File: src/rtl/fft_result_unloader_pkg.sv
// Shared definitions for the FFT result unloader: controller states and
// default transform / search-window geometry.
package fft_result_unloader_pkg;

   localparam int FFT_NFFT_LOG2 = 13;
   localparam int FFT_XK_W      = 38;
   localparam int FFT_MAG_W     = FFT_XK_W + 1;
   localparam int FFT_BIN_LO    = 1;
   localparam int FFT_BIN_HI    = 4095;

   typedef enum logic [2:0] {
      ST_IDLE   = 3'd0,
      ST_UNLOAD = 3'd1,
      ST_STREAM = 3'd2,
      ST_DRAIN  = 3'd3,
      ST_REPORT = 3'd4
   } state_t;

endpackage

File: src/rtl/fft_result_unloader_mag.sv
// Two-stage alpha-max-beta-min magnitude pipeline: stage 1 registers |re|, |im|
// and sideband; stage 2 (combinational here) forms max + min/2.
module fft_mag_approx
   import fft_result_unloader_pkg::*;
#(
   parameter int XK_W   = FFT_XK_W,
   parameter int MAG_W  = FFT_MAG_W,
   parameter int IDX_W  = FFT_NFFT_LOG2,
   parameter int BIN_LO = FFT_BIN_LO,
   parameter int BIN_HI = FFT_BIN_HI
) (
   input  logic                    clk,
   input  logic                    rst_n,
   input  logic                    in_valid,
   input  logic [IDX_W-1:0]        in_index,
   input  logic signed [XK_W-1:0]  in_re,
   input  logic signed [XK_W-1:0]  in_im,
   output logic                    out_valid,
   output logic                    out_in_window,
   output logic [IDX_W-1:0]        out_index,
   output logic [MAG_W-1:0]        out_mag
);

   localparam logic [IDX_W-1:0] LO_IDX = IDX_W'(BIN_LO);
   localparam logic [IDX_W-1:0] HI_IDX = IDX_W'(BIN_HI);

   // The most negative input maps to 2^(XK_W-1), which still fits unsigned.
   function automatic logic [XK_W-1:0] abs_val(input logic signed [XK_W-1:0] v);
      logic [XK_W-1:0] r;
      if (v[XK_W-1]) begin
         r = ~v + {{(XK_W-1){1'b0}}, 1'b1};
      end else begin
         r = v;
      end
      return r;
   endfunction

   logic               valid_r;
   logic               win_r;
   logic [IDX_W-1:0]   idx_r;
   logic [XK_W-1:0]    re_abs_r;
   logic [XK_W-1:0]    im_abs_r;
   logic [XK_W-1:0]    max_s;
   logic [XK_W-1:0]    min_s;

   // Stage 1: absolute values, index and window flag captured on each valid bin.
   always_ff @(posedge clk or negedge rst_n) begin
      if (!rst_n) begin
         valid_r  <= 1'b0;
         win_r    <= 1'b0;
         idx_r    <= '0;
         re_abs_r <= '0;
         im_abs_r <= '0;
      end else begin
         valid_r <= in_valid;
         if (in_valid) begin
            win_r    <= (in_index >= LO_IDX) && (in_index <= HI_IDX);
            idx_r    <= in_index;
            re_abs_r <= abs_val(in_re);
            im_abs_r <= abs_val(in_im);
         end else begin
            win_r    <= win_r;
            idx_r    <= idx_r;
            re_abs_r <= re_abs_r;
            im_abs_r <= im_abs_r;
         end
      end
   end

   // Stage 2: order the two components for the max + min/2 estimate.
   always_comb begin
      max_s = re_abs_r;
      min_s = im_abs_r;
      if (im_abs_r > re_abs_r) begin
         max_s = im_abs_r;
         min_s = re_abs_r;
      end else begin
         max_s = re_abs_r;
         min_s = im_abs_r;
      end
   end

   assign out_valid     = valid_r;
   assign out_in_window = win_r;
   assign out_index     = idx_r;
   assign out_mag       = MAG_W'(max_s) + MAG_W'(min_s >> 1);

endmodule

File: src/rtl/fft_result_unloader.sv
// Unloads one FFT frame per done pulse, tracks the peak magnitude bin inside
// the search window and reports it through a valid/ack handshake.
module fft_result_unloader
   import fft_result_unloader_pkg::*;
#(
   parameter int NFFT_LOG2 = FFT_NFFT_LOG2,
   parameter int XK_W      = FFT_XK_W,
   parameter int MAG_W     = FFT_MAG_W,
   parameter int BIN_LO    = FFT_BIN_LO,
   parameter int BIN_HI    = FFT_BIN_HI
) (
   input  logic                        clk,
   input  logic                        rst_n,
   input  logic                        enable,
   input  logic                        done,
   input  logic                        dv,
   input  logic [NFFT_LOG2-1:0]        xk_index,
   input  logic signed [XK_W-1:0]      xk_re,
   input  logic signed [XK_W-1:0]      xk_im,
   output logic                        unload,
   output logic                        peak_valid,
   output logic [NFFT_LOG2-1:0]        peak_index,
   output logic [MAG_W-1:0]            peak_mag,
   input  logic                        peak_ack,
   output logic [15:0]                 frame_count,
   output logic                        overrun
);

   localparam logic [NFFT_LOG2-1:0] LAST_IDX   = {NFFT_LOG2{1'b1}};
   localparam logic [NFFT_LOG2-1:0] BIN_LO_IDX = NFFT_LOG2'(BIN_LO);

   state_t                 state_r, state_s;
   logic                   drain_cnt_r;
   logic                   unload_r, peak_valid_r, overrun_r;
   logic [NFFT_LOG2-1:0]   peak_index_r, best_idx_r, mag_index_s;
   logic [MAG_W-1:0]       peak_mag_r, best_mag_r, mag_s;
   logic [15:0]            frame_count_r;
   logic                   feed_s, last_bin_s, ack_s, mag_valid_s, mag_win_s;

   assign feed_s     = (state_r == ST_STREAM) && dv;
   assign last_bin_s = feed_s && (xk_index == LAST_IDX);
   assign ack_s      = (state_r == ST_REPORT) && peak_valid_r && peak_ack;

   fft_mag_approx #(
      .XK_W   (XK_W),
      .MAG_W  (MAG_W),
      .IDX_W  (NFFT_LOG2),
      .BIN_LO (BIN_LO),
      .BIN_HI (BIN_HI)
   ) u_mag (
      .clk           (clk),
      .rst_n         (rst_n),
      .in_valid      (feed_s),
      .in_index      (xk_index),
      .in_re         (xk_re),
      .in_im         (xk_im),
      .out_valid     (mag_valid_s),
      .out_in_window (mag_win_s),
      .out_index     (mag_index_s),
      .out_mag       (mag_s)
   );

   // Next-state logic for the unload controller.
   always_comb begin
      state_s = state_r;
      case (state_r)
         ST_IDLE:   if (enable && done) state_s = ST_UNLOAD; else state_s = ST_IDLE;
         ST_UNLOAD: state_s = ST_STREAM;
         ST_STREAM: if (last_bin_s) state_s = ST_DRAIN; else state_s = ST_STREAM;
         ST_DRAIN:  if (drain_cnt_r) state_s = ST_REPORT; else state_s = ST_DRAIN;
         ST_REPORT: if (ack_s) state_s = ST_IDLE; else state_s = ST_REPORT;
         default:   state_s = ST_IDLE;
      endcase
   end

   // State register plus the two-cycle drain counter.
   always_ff @(posedge clk or negedge rst_n) begin
      if (!rst_n) begin
         state_r     <= ST_IDLE;
         drain_cnt_r <= 1'b0;
      end else begin
         state_r     <= state_s;
         drain_cnt_r <= (state_r == ST_DRAIN) ? ~drain_cnt_r : 1'b0;
      end
   end

   // Unload pulse and sticky overrun; done outside IDLE is never serviced.
   always_ff @(posedge clk or negedge rst_n) begin
      if (!rst_n) begin
         unload_r  <= 1'b0;
         overrun_r <= 1'b0;
      end else begin
         unload_r  <= (state_r == ST_IDLE) && enable && done;
         overrun_r <= overrun_r | (done && (state_r != ST_IDLE));
      end
   end

   // Peak tracker: strict compare so ties keep the earlier (lower) bin.
   always_ff @(posedge clk or negedge rst_n) begin
      if (!rst_n) begin
         best_mag_r <= '0;
         best_idx_r <= BIN_LO_IDX;
      end else if (state_r == ST_UNLOAD) begin
         best_mag_r <= '0;
         best_idx_r <= BIN_LO_IDX;
      end else if (mag_valid_s && mag_win_s && (mag_s > best_mag_r)) begin
         best_mag_r <= mag_s;
         best_idx_r <= mag_index_s;
      end else begin
         best_mag_r <= best_mag_r;
         best_idx_r <= best_idx_r;
      end
   end

   // Result latch and handshake; the tracker has settled by the end of drain.
   always_ff @(posedge clk or negedge rst_n) begin
      if (!rst_n) begin
         peak_valid_r  <= 1'b0;
         peak_index_r  <= '0;
         peak_mag_r    <= '0;
         frame_count_r <= 16'd0;
      end else if ((state_r == ST_DRAIN) && drain_cnt_r) begin
         peak_valid_r  <= 1'b1;
         peak_index_r  <= best_idx_r;
         peak_mag_r    <= best_mag_r;
         frame_count_r <= frame_count_r + 16'd1;
      end else if (ack_s) begin
         peak_valid_r  <= 1'b0;
      end else begin
         peak_valid_r  <= peak_valid_r;
      end
   end

   assign unload      = unload_r;
   assign peak_valid  = peak_valid_r;
   assign peak_index  = peak_index_r;
   assign peak_mag    = peak_mag_r;
   assign frame_count = frame_count_r;
   assign overrun     = overrun_r;

endmodule
File: config.mk
export PLATFORM = sky130hd
export DESIGN_NAME = fft_result_unloader
export DESIGN_NICKNAME = d
export VERILOG_FILES = /design/src/rtl/fft_result_unloader_pkg.sv /design/src/rtl/fft_result_unloader_mag.sv /design/src/rtl/fft_result_unloader.sv
export SDC_FILE = /design/constraint.sdc
export NUM_CORES = 1
export LEC_CHECK = 0
export BUFFER_PORTS_ARGS = -buffer_cell sky130_fd_sc_hd__buf_2
export CAP_MARGIN = 5
export CORE_AREA = 2 2 264 240
export DETAILED_ROUTE_END_ITERATION = 10
export DIE_AREA = 0 0 266 242
export GPL_TIMING_DRIVEN = 0
export PLACE_DENSITY_LB_ADDON = 0.08
export SLEW_MARGIN = 20
export SYNTH_ARGS = -nofsm -noshare
export SYNTH_HDL_FRONTEND = slang
export SYNTH_SLANG_ARGS = --single-unit
File: constraint.sdc
create_clock -name clk -period 9.4 [get_ports clk]
set_input_delay 0.47 -clock clk [delete_from_list [all_inputs] [get_ports clk]]
set_output_delay 0.47 -clock clk [all_outputs]
set_load 0.02 [all_outputs]
==> PnR_summary.wiki, run 1 <==
{| class="wikitable"
! Metric !! Value
|-
| Cell depth of the worst flop-to-flop path || 31
|-
| Startpoint of the most critical hold path || xk_index[9]
|-
| Maximum clock rate || 113 MHz
|-
| Post-detailed-placement half-perimeter wirelength || 40300 um
|-
| Arr. time, crit path || 9.34 ns
|-
| Yosys warns || 0
|-
| Overflow left after global routing || 0
|-
| Max-Slew Margin vs Limit || 37.3%
|-
| Clock input transition at the sequential cells of the worst setup and hold paths || 0.06 ns
|-
| Share of the synthesized area in the top cell type || 37.0%
|-
| Worst Setup Start Kind || flip-flop
|-
| Hold violation total from the final report || 0
|-
| Power density over the cells || 122 nW/um2
|-
| Area taken by multi-input logic gates || 8550 um2
|-
| Die Area || 64400 um2
|-
| Largest net degree at the start of global routing || 88
|-
| Die H || 242 um
|-
| Total via count after detailed routing || 12800
|-
| 1st-iter DRT viols || 619
|-
| Main synth FF type || sky130_fd_sc_hd__dfrtp_1
|-
| Global-route total usage across every layer || 15.5%
|-
| Hold-critical path endpoint || u_mag.out_index[9]
|-
| Worst-Margin Slew || 0.931 ns
|-
| Number of sinks handled by clock tree synthesis || 218
|-
| Synthesized instance count || 1753
|-
| Top-Level Pins || 166
|-
| Leakage || 8.10 nW
|-
| Root buf cell || sky130_fd_sc_hd__clkbuf_16
|-
| Std cell rows || 87
|-
| First-pass GRT wire length || 78500 um
|-
| Per-instance average area after synthesis || 8.38 um2
|-
| Initial DRT Pass Iterations || 5
|-
| Min-delay worst type || in2reg
|-
| Number of distinct library cell variants in the gate-level netlist after synthesis || 70
|-
| Final count of pins violating max slew || 0
|-
| Reg2Reg Launch Point || u_mag.im_abs_r[34]
|-
| Register Area || 5460 um2
|-
| Max capacitance violation total || 0
|-
| Largest cells by area after synthesis || sky130_fd_sc_hd__dfrtp_1 (37%), sky130_fd_sc_hd__ha_1 (10%), sky130_fd_sc_hd__nand2_1 (9.5%)
|-
| Core Area || 61800 um2
|-
| Post-Route Skew || 0.0153 ns
|-
| Depth of the CTS H-tree || 1
|-
| Largest fanout of any net on the critical path || 10
|-
| Number of synthesized register bits || 218
|-
| Routed Antenna Nets || 0
|-
| Result of the run || complete, no violations
|-
| Post-synth design cell area || 14700 um2
|-
| Final period demand of the worst path || 8.85 ns
|-
| Number of enable-type register cells in the synthesized netlist || 0
|-
| Setup crit end kind || flip-flop
|-
| Final nets || 2163
|-
| Type of the worst setup path || reg2reg
|-
| Setup-failing EPs final || 0
|-
| Design area || 17600 um2
|-
| Initial antenna violation count || 3
|-
| Horizontal extent of the die || 266 um
|-
| Cell with the biggest individual delay on the critical path || sky130_fd_sc_hd__nor4_4
|-
| Setup repair after global routing missed its margin || no
|-
| Count of input and output buffers || 163
|-
| Largest incremental delay on the critical path || 0.51 ns
|-
| Average routed wire per standard cell || 18.1 um
|-
| Dpl cells || 2719
|-
| Clock latency on the worst-skew pair || 0.58 ns
|-
| Setup slack of the worst register-to-register path || 0.55 ns
|-
| Layout cell share with drive strength beyond 1 || 14.5%
|-
| Number of remaining DRC errors || 0
|-
| Layout overhead on the synthesized area || 19.6%
|-
| Number of buffers created by CTS || 28
|-
| Net Count, Synth || 1966
|-
| Data required time of the worst path || 9.88 ns
|-
| Starting utilization of the core area || 23.8%
|-
| Final clock period utilization by the worst path || 94.2%
|-
| Area leader, netlist || sky130_fd_sc_hd__dfrtp_1
|-
| CTS tree || yes
|-
| Vias per Instance || 4.61
|-
| Diode insertion count for antenna repair || 0
|-
| Ys async rst share || 100%
|-
| Deepest clock path buffer count || 3
|-
| Hold Crit Depth || 3
|-
| Routability cong. || 0.832
|-
| Maximum VDD drop || 0.123 mV
|-
| Post-route non-filler standard cell count || 2773
|-
| Filler Cell Count || 6822
|-
| Worst reg2reg path endpoint || best_mag_r[19]
|-
| Number of global-route vias before repair || 13100
|-
| Part of the Yosys area used for sequential elements || 37.1%
|-
| Final wirelength || 50100 um
|-
| Placed Area || 16600 um2
|-
| Power after layout || 2.14 mW
|}
## through the flow
step           setup slack [ns]  utilization, %  TNS (ns)  hold WS (ns)
2_1_floorplan              2.57               -         0         0.174
3_3_place_gp              -1.24            26.7    -37.53         0.450
3_5_place_dp              -1.31            26.8    -40.61         0.423
4_1_cts                 0.00108            28.4         0        0.0993
5_1_grt                  0.0144            28.4         0         0.132
6_report                  0.547            28.4         0         0.132
## power by group
group / switching, mW / internal (mW)
clock network: 0.450 / 0.646
logic: 0.0690 / 0.0382
registers: 0.00000000000000000585 / 0.939
## cell usage in the layout (no fill, tap or decap), types with 19 or more instances in the layout
cell                          n
sky130_fd_sc_hd__mux2_2      36
sky130_fd_sc_hd__inv_1      103
sky130_fd_sc_hd__nand3_1     38
sky130_fd_sc_hd__xor2_1      77
sky130_fd_sc_hd__o31ai_1     22
sky130_fd_sc_hd__nor2_1      57
sky130_fd_sc_hd__a21oi_1     97
sky130_fd_sc_hd__buf_2      162
sky130_fd_sc_hd__o21ai_0    200
sky130_fd_sc_hd__nand4_1     30
sky130_fd_sc_hd__clkbuf_1    74
sky130_fd_sc_hd__nand2_1    370
sky130_fd_sc_hd__ha_1       117
sky130_fd_sc_hd__xnor2_1     38
sky130_fd_sc_hd__nor3_1      19
sky130_fd_sc_hd__dfrtp_1    217
sky130_fd_sc_hd__clkbuf_16   28
## worst max-delay path by stage
stage | from | end | cells after the start
floorplan | u_mag.im_abs_r[34] | best_idx_r[10] | 30
global placement | u_mag.im_abs_r[34] | best_idx_r[1] | 31
detailed placement | u_mag.im_abs_r[34] | best_mag_r[12] | 31
CTS | u_mag.im_abs_r[34] | best_idx_r[6] | 31
global route | u_mag.im_abs_r[34] | best_mag_r[19] | 31
finish | u_mag.im_abs_r[34] | best_mag_r[19] | 31
## critical path: cells and delay by family, from the launching register on
kind	cells	cell delay, ns
and+or+nand+nor	14	3.40
AOI/OAI and AO/OA	9	2.28
adders and majority gates	4	1.32
buffers and inverters	4	1.28
DFF	1	0.44
## cells in the mapped netlist (19+ instances only)
cell	instances
sky130_fd_sc_hd__nor3_1	19
sky130_fd_sc_hd__nand4_1	30
sky130_fd_sc_hd__dfrtp_1	217
sky130_fd_sc_hd__nand3_1	38
sky130_fd_sc_hd__ha_1	117
sky130_fd_sc_hd__a21oi_1	97
sky130_fd_sc_hd__clkbuf_1	79
sky130_fd_sc_hd__nor2_1	58
sky130_fd_sc_hd__o31ai_1	22
sky130_fd_sc_hd__inv_1	103
sky130_fd_sc_hd__mux2_2	36
sky130_fd_sc_hd__xnor2_1	38
sky130_fd_sc_hd__o21ai_0	201
sky130_fd_sc_hd__xor2_1	77
sky130_fd_sc_hd__nand2_1	370
## registers in the layout, summed over array words and instances, names as in the netlist, 3 cells and up
name             flops
u_mag.out_index     13
peak_mag            39
best_idx_r          13
best_mag_r          39
frame_count         16
peak_index          13
u_mag.re_abs_r      38
state_r              3
u_mag.im_abs_r      38
## timing repair
item,CTS,global route
setup buffers,1,0
setup endpoints to repair,52,52
gates resized for setup,5,21
cloned,0,0
hold endpoints to repair,49,0
hold buffers,1,0
pin swaps,1,0
## cell type report
class	instances	area share, %
inverter	103	2.20
buffer	85	1.90
clock inverter	10	0.527
tap	801	5.71
multi-input combinational	1347	48.7
timing repair buffer	167	5.12
clock buffer	42	4.80
sequential	218	31.1
## routing by layer
| metal | global-route usage (%) | wire (um) | vias up |
|---|---|---|---|
| li1 | - | - | 6583 |
| met1 | 22.7 | 26000 | 5970 |
| met2 | 24.2 | 21600 | 176 |
| met3 | 2.01 | 1510 | 52 |
| met4 | 3.07 | 851 | 4 |
| met5 | 0 | 24 | - |
## kinds of logic after synthesis
family	after synthesis	share of synthesized area [%]
AND/OR/NAND/NOR	621	19.4
multiplexers	39	2.96
flip-flops	218	37.1
AO/OA/AOI/OAI	454	18.7
buffers and inverters	188	4.80
XOR/XNOR	115	6.86
adder cells (fa/ha/maj)	118	10.1
Note: power is estimated with default switching activity, not from simulation.
==> run 2, diff against run 1 <==
==> constraint.sdc (replaced) <==
create_clock -name clk -period 9.4 [get_ports clk]
set_input_delay 0 -clock clk [delete_from_list [all_inputs] [get_ports clk]]
set_output_delay 0 -clock clk [all_outputs]
set_load 0.02 [all_outputs]
==> run 2 against run 1 <==
Net effect: clock power barely moved; via count rose by 4.4%; non-clock buffer count rose by 132; cell count rose by 4.8%; sequential cell count did not move; sequential share of layout area fell by 2.2 points; cell area rose by 7.6%; die area did not move; sequential power barely moved.
==> PnR_summary.wiki, run 2 (synthesized netlist as in run 1, its figures left out) <==
{| class="wikitable"
! Metric !! Value
|-
| Clock latency on the worst-skew pair || 0.58 ns
|-
| Placed Area || 16600 um2
|-
| Std cell rows || 87
|-
| Result of the run || complete, no violations
|-
| Highest-count cells in the layout ignoring fill and taps || sky130_fd_sc_hd__nand2_1 (370), sky130_fd_sc_hd__dfrtp_1 (217), sky130_fd_sc_hd__o21ai_0 (200)
|-
| Power after layout || 2.20 mW
|-
| Final clock period utilization by the worst path || 93.8%
|-
| Routed Antenna Nets || 0
|-
| Final nets || 2295
|-
| Largest incremental delay on the critical path || 0.50 ns
|-
| Clock input transition at the sequential cells of the worst setup and hold paths || 0.06 ns
|-
| Routability cong. || 0.832
|-
| Final period demand of the worst path || 8.82 ns
|-
| Layout overhead on the synthesized area || 28.7%
|-
| Count of input and output buffers || 163
|-
| Number of sinks handled by clock tree synthesis || 218
|-
| Core Area || 61800 um2
|-
| Number of global-route vias before repair || 13700
|-
| Fin util || 30.6%
|-
| Deepest clock path buffer count || 3
|-
| Power density over the cells || 116 nW/um2
|-
| Global-route total usage across every layer || 15.7%
|-
| Commonest non-fill, non-tap cell in the layout || sky130_fd_sc_hd__nand2_1
|-
| Die Area || 64400 um2
|-
| Diode insertion count for antenna repair || 0
|-
| Worst-Margin Slew || 0.882 ns
|-
| Vias per Instance || 4.60
|-
| Largest net degree at the start of global routing || 88
|-
| Number of remaining DRC errors || 0
|-
| Post-route non-filler standard cell count || 2905
|-
| Top-Level Pins || 166
|-
| Setup crit end kind || flip-flop
|-
| First-pass GRT wire length || 80200 um
|-
| Leakage || 8.65 nW
|-
| Setup repair after global routing missed its margin || no
|-
| Post-detailed-placement half-perimeter wirelength || 40300 um
|-
| Initial DRT Pass Iterations || 5
|-
| Average routed wire per standard cell || 17.5 um
|-
| Starting utilization of the core area || 23.8%
|-
| Max-Slew Margin vs Limit || 40.7%
|-
| Design area || 18900 um2
|-
| Cell with the biggest individual delay on the critical path || sky130_fd_sc_hd__nor4_4
|-
| Total via count after detailed routing || 13300
|-
| Setup-failing EPs final || 0
|-
| Overflow left after global routing || 0
|-
| Type of the worst setup path || reg2reg
|-
| Final count of pins violating max slew || 0
|-
| Maximum clock rate || 113 MHz
|-
| Depth of the CTS H-tree || 1
|-
| Dpl cells || 2719
|-
| CTS tree || yes
|-
| Number of buffers created by CTS || 28
|-
| Data required time of the worst path || 9.88 ns
|-
| Maximum VDD drop || 0.123 mV
|-
| Hold violation total from the final report || 0
|-
| Horizontal extent of the die || 266 um
|-
| Root buf cell || sky130_fd_sc_hd__clkbuf_16
|-
| Layout cell share with drive strength beyond 1 || 13.6%
|-
| Arr. time, crit path || 9.30 ns
|-
| Initial antenna violation count || 1
|-
| Die H || 242 um
|-
| Worst Setup Start Kind || flip-flop
|-
| Min-delay worst type || in2async
|-
| Max capacitance violation total || 0
|-
| 1st-iter DRT viols || 638
|-
| Post-Route Skew || 0.0163 ns
|-
| Largest fanout of any net on the critical path || 10
|-
| Final wirelength || 50900 um
|}
[run 2: cell types whose count changed in the layout (fill, tap and decap cells not counted)]
cell	delta
sky130_fd_sc_hd__dlygate4sd3_1	+131
sky130_fd_sc_hd__buf_16	+1
[run 2: worst paths after layout]
| kind | from | cells past startpoint | slack [ns] | to |
|---|---|---|---|---|
| max | u_mag.im_abs_r[34] | 31 | 0.58 | best_mag_r[19] |
| max in group asynchronous | rst_n | 3 | 8.91 | best_idx_r[0] |
| min in group clk | xk_re[37] | 5 | 0.06 | u_mag.re_abs_r[2] |
| min | rst_n | 3 | 0.03 | u_mag.im_abs_r[4] |
| max reg2reg | u_mag.im_abs_r[34] | 31 | 0.58 | best_mag_r[19] |
| min reg2reg | overrun | 1 | 0.46 | overrun |
[run 2: layout make-up]
class / count / area (um2)
clock buffer: 42 / 843
fill: 6736 / 42900
buffer: 85 / 333
clock inverter: 10 / 92.6
tap: 801 / 1000
inverter: 103 / 387
multi-input combinational: 1347 / 8550
sequential: 218 / 5460
timing repair buffer: 299 / 2240
[run 2: critical path: cells and delay by family (launching register included)]
| kind | cells | cell delay [ns] |
|---|---|---|
| AND/OR/NAND/NOR | 14 | 3.39 |
| AO/OA/AOI/OAI | 9 | 2.24 |
| adder cells (fa/ha/maj) | 4 | 1.31 |
| buffers and inverters | 4 | 1.28 |
| flip-flops | 1 | 0.44 |
[run 2: where the power goes]
part	leakage (nW)	internal [mW]	switching, mW	total [mW]
logic	5.18	0.0845	0.0769	0.161
registers	3.01	0.939	0.00000000000000000585	0.939
clock network	0.465	0.646	0.451	1.10
[run 2: through the flow]
| step | setup WS [ns] | setup TNS (ns) | hold WS [ns] |
|---|---|---|---|
| 2_1_floorplan | 2.57 | 0 | -0.296 |
| 6_report | 0.581 | 0 | 0.0254 |
| 3_3_place_gp | -1.24 | -37.53 | 0.243 |
| 5_1_grt | 0.0159 | 0 | 0.0420 |
| 4_1_cts | 0.00108 | 0 | 0.0186 |
| 3_5_place_dp | -1.31 | -40.61 | -0.0473 |
[run 2: repair_timing]
| action | 4_1_cts | 5_1_grt |
|---|---|---|
| hold endpoints to repair | 312 | 0 |
| pin swaps | 1 | 0 |
| hold buffers | 133 | 0 |
| resized for setup | 5 | 21 |
| buffers inserted | 1 | 0 |
| setup endpoints to repair | 52 | 52 |
[run 2: layer usage]
layer  vias up  routed length (um)  track usage (%)  part of all wire [%]
li1       6841                   -                -                     -
met1      6236               26200             22.9                    51
met2       220               22300             25.1                    44
met3        52                1440             1.82                   2.8
met4         0                 918             3.27                   1.8
met5         -                   0                0                     0
==> run 3, diff against run 2 <==
BUFFER_PORTS_ARGS = default   (was -buffer_cell sky130_fd_sc_hd__buf_2)
CORE_AREA = 3 3 265 241   (was 2 2 264 240)
DIE_AREA = 0 0 268 244   (was 0 0 266 242)
DONT_BUFFER_PORTS = 1   (was default)
==> run 3 against run 2 <==
Net effect: the run now ends with hold timing left; combinational power is 9% lower; sequential cell count is the same; sequential share of layout area rose by 1.1 points; global-route usage increased by 0.052 points; first-iteration DRC count shrank 4.7%; die area up 1.6%; clock skew fell by 0.0088 ns.
==> PnR_summary.wiki, run 3 (synthesized netlist as in run 1, its figures left out) <==
{| class="wikitable"
! Metric !! Value
|-
| Result of the run || finished, violations left
|-
| Violated checks || hold timing
|-
| Setup crit end kind || flip-flop
|-
| Deepest clock path buffer count || 3
|-
| Global-route total usage across every layer || 15.8%
|-
| Diode insertion count for antenna repair || 0
|-
| Worst-Margin Slew || 0.892 ns
|-
| CTS tree || yes
|-
| Routed Antenna Nets || 0
|-
| Tightest hold margin || -0.0168 ns
|-
| Min-delay worst type || in2async
|-
| Type of the worst setup path || reg2reg
|-
| Number of remaining DRC errors || 0
|-
| Leakage || 7.96 nW
|-
| Number of sinks handled by clock tree synthesis || 218
|-
| Layout overhead on the synthesized area || 24.0%
|-
| Area taken by multi-input logic gates || 8560 um2
|-
| Std cell rows || 86
|-
| Highest-count cells in the layout ignoring fill and taps || sky130_fd_sc_hd__nand2_1 (370), sky130_fd_sc_hd__dfrtp_1 (217), sky130_fd_sc_hd__o21ai_0 (201)
|-
| Layout cell share with drive strength beyond 1 || 6.59%
|-
| Commonest non-fill, non-tap cell in the layout || sky130_fd_sc_hd__nand2_1
|-
| Die H || 244 um
|-
| Post-detailed-placement half-perimeter wirelength || 40400 um
|-
| Core Area || 61200 um2
|-
| Horizontal extent of the die || 268 um
|-
| Power density over the cells || 120 nW/um2
|-
| Clock latency on the worst-skew pair || 0.57 ns
|-
| Number of buffers created by CTS || 29
|-
| Dpl cells || 2545
|-
| Routability cong. || 0.833
|-
| Largest fanout of any net on the critical path || 10
|-
| Final nets || 2147
|-
| Cell with the biggest individual delay on the critical path || sky130_fd_sc_hd__nor4_4
|-
| Largest net degree at the start of global routing || 219
|-
| Data required time of the worst path || 9.89 ns
|-
| Post-Route Skew || 0.00749 ns
|-
| Initial antenna violation count || 1
|-
| Final count of pins violating max slew || 0
|-
| Root buf cell || sky130_fd_sc_hd__clkbuf_16
|-
| Final period demand of the worst path || 8.60 ns
|-
| Top-Level Pins || 166
|-
| Arr. time, crit path || 9.08 ns
|-
| Maximum clock rate || 116 MHz
|-
| Average routed wire per standard cell || 18.9 um
|-
| Setup-failing EPs final || 0
|-
| Final clock period utilization by the worst path || 91.4%
|-
| Filler Cell Count || 6625
|-
| Max capacitance violation total || 0
|-
| Hold violation total from the final report || 10
|-
| Die Area || 65400 um2
|-
| Depth of the CTS H-tree || 1
|-
| Max-Slew Margin vs Limit || 40.0%
|-
| Number of global-route vias before repair || 13300
|-
| Total via count after detailed routing || 12900
|-
| First-pass GRT wire length || 80700 um
|-
| Starting utilization of the core area || 24.0%
|-
| Largest incremental delay on the critical path || 0.47 ns
|-
| Maximum VDD drop || 0.107 mV
|-
| 1st-iter DRT viols || 608
|-
| Setup slack of the worst register-to-register path || 0.80 ns
|-
| Count of input and output buffers || 0
|-
| Vias per Instance || 4.69
|-
| Setup repair after global routing missed its margin || no
|-
| Worst Setup Start Kind || flip-flop
|-
| Overflow left after global routing || 0
|-
| Post-route non-filler standard cell count || 2749
|-
| Design area || 18200 um2
|-
| Register Area || 5460 um2
|-
| Placed Area || 15700 um2
|-
| Setup total negative slack || 0 ns
|-
| Final wirelength || 51900 um
|-
| Clock input transition at the sequential cells of the worst setup and hold paths || 0.06 ns
|-
| Initial DRT Pass Iterations || 4
|}
run 3: cell count changes in the layout (fill, tap and decap cells not counted), moves of 3 or more:
| cell | before | now |
|---|---|---|
| sky130_fd_sc_hd__clkinv_2 | 6 | 10 |
| sky130_fd_sc_hd__buf_2 | 162 | 0 |
| sky130_fd_sc_hd__clkbuf_1 | 74 | 71 |
| sky130_fd_sc_hd__dlygate4sd3_1 | 132 | 147 |
run 3: report_power, final:
group                 switching (mW)  internal (mW)  leakage, nW  total [mW]
combinational                 0.0706         0.0762         4.47       0.147
sequential     0.0000000000000000383          0.939         3.01       0.939
clock                          0.452          0.654        0.479        1.11
run 3: layer usage:
metal,up-vias,share of wire [%],GRT usage (%)
li1,6556,-,-
met4,0,1.8,3.46
met3,59,3.6,2.22
met5,-,0,0
met2,185,44,25.1
met1,6095,50,22.7
run 3: critical path: cells and delay by family (launching register included):
kind,cells,cell delay [ns]
AND/OR/NAND/NOR,14,3.41
AO/OA/AOI/OAI,9,2.13
adder cells (fa/ha/maj),4,1.28
buffers and inverters,5,1.22
flip-flops,1,0.43
run 3: area by class of cell:
cell class	instances	area share (%)
Multi-Input combinational cell	1347	47.0
Tap cell	792	5.44
Inverter	103	2.12
Timing Repair Buffer	150	8.42
Clock buffer	39	4.63
Clock inverter	15	0.618
Buffer	85	1.84
Sequential cell	218	29.9
run 3: path summary, 6_finish.rpt:
kind | start | end | cells past startpoint
hold / removal | rst_n | frame_count[15] | 2
setup / recovery | u_mag.re_abs_r[34] | best_idx_r[10] | 32
max in group asynchronous | rst_n | u_mag.im_abs_r[6] | 3
hold reg to reg | best_idx_r[7] | peak_index[7] | 2
min in group clk | xk_re[23] | u_mag.re_abs_r[31] | 5
setup reg to reg | u_mag.re_abs_r[34] | best_idx_r[10] | 32
run 3: per-stage QoR:
stage / utilization, % / worst slack [ns] / power (mW)
2_1_floorplan: - / 2.57 / 0.994
4_1_cts: 29.7 / 0.0747 / 2.23
6_report: 29.8 / 0.805 / 2.19
3_3_place_gp: 25.6 / -1.39 / 1.01
5_1_grt: 29.8 / 0.0220 / 2.28
3_5_place_dp: 25.6 / -1.39 / 1.01
run 3: what timing repair did:
item / CTS / global route
hold buffers: 148 / 0
endpoints found under the hold margin: 313 / 0
endpoints found under the setup margin: 52 / 52
gates cloned: 0 / 0
buffers inserted: 1 / 0
pin swaps: 1 / 0
resized for setup: 7 / 19
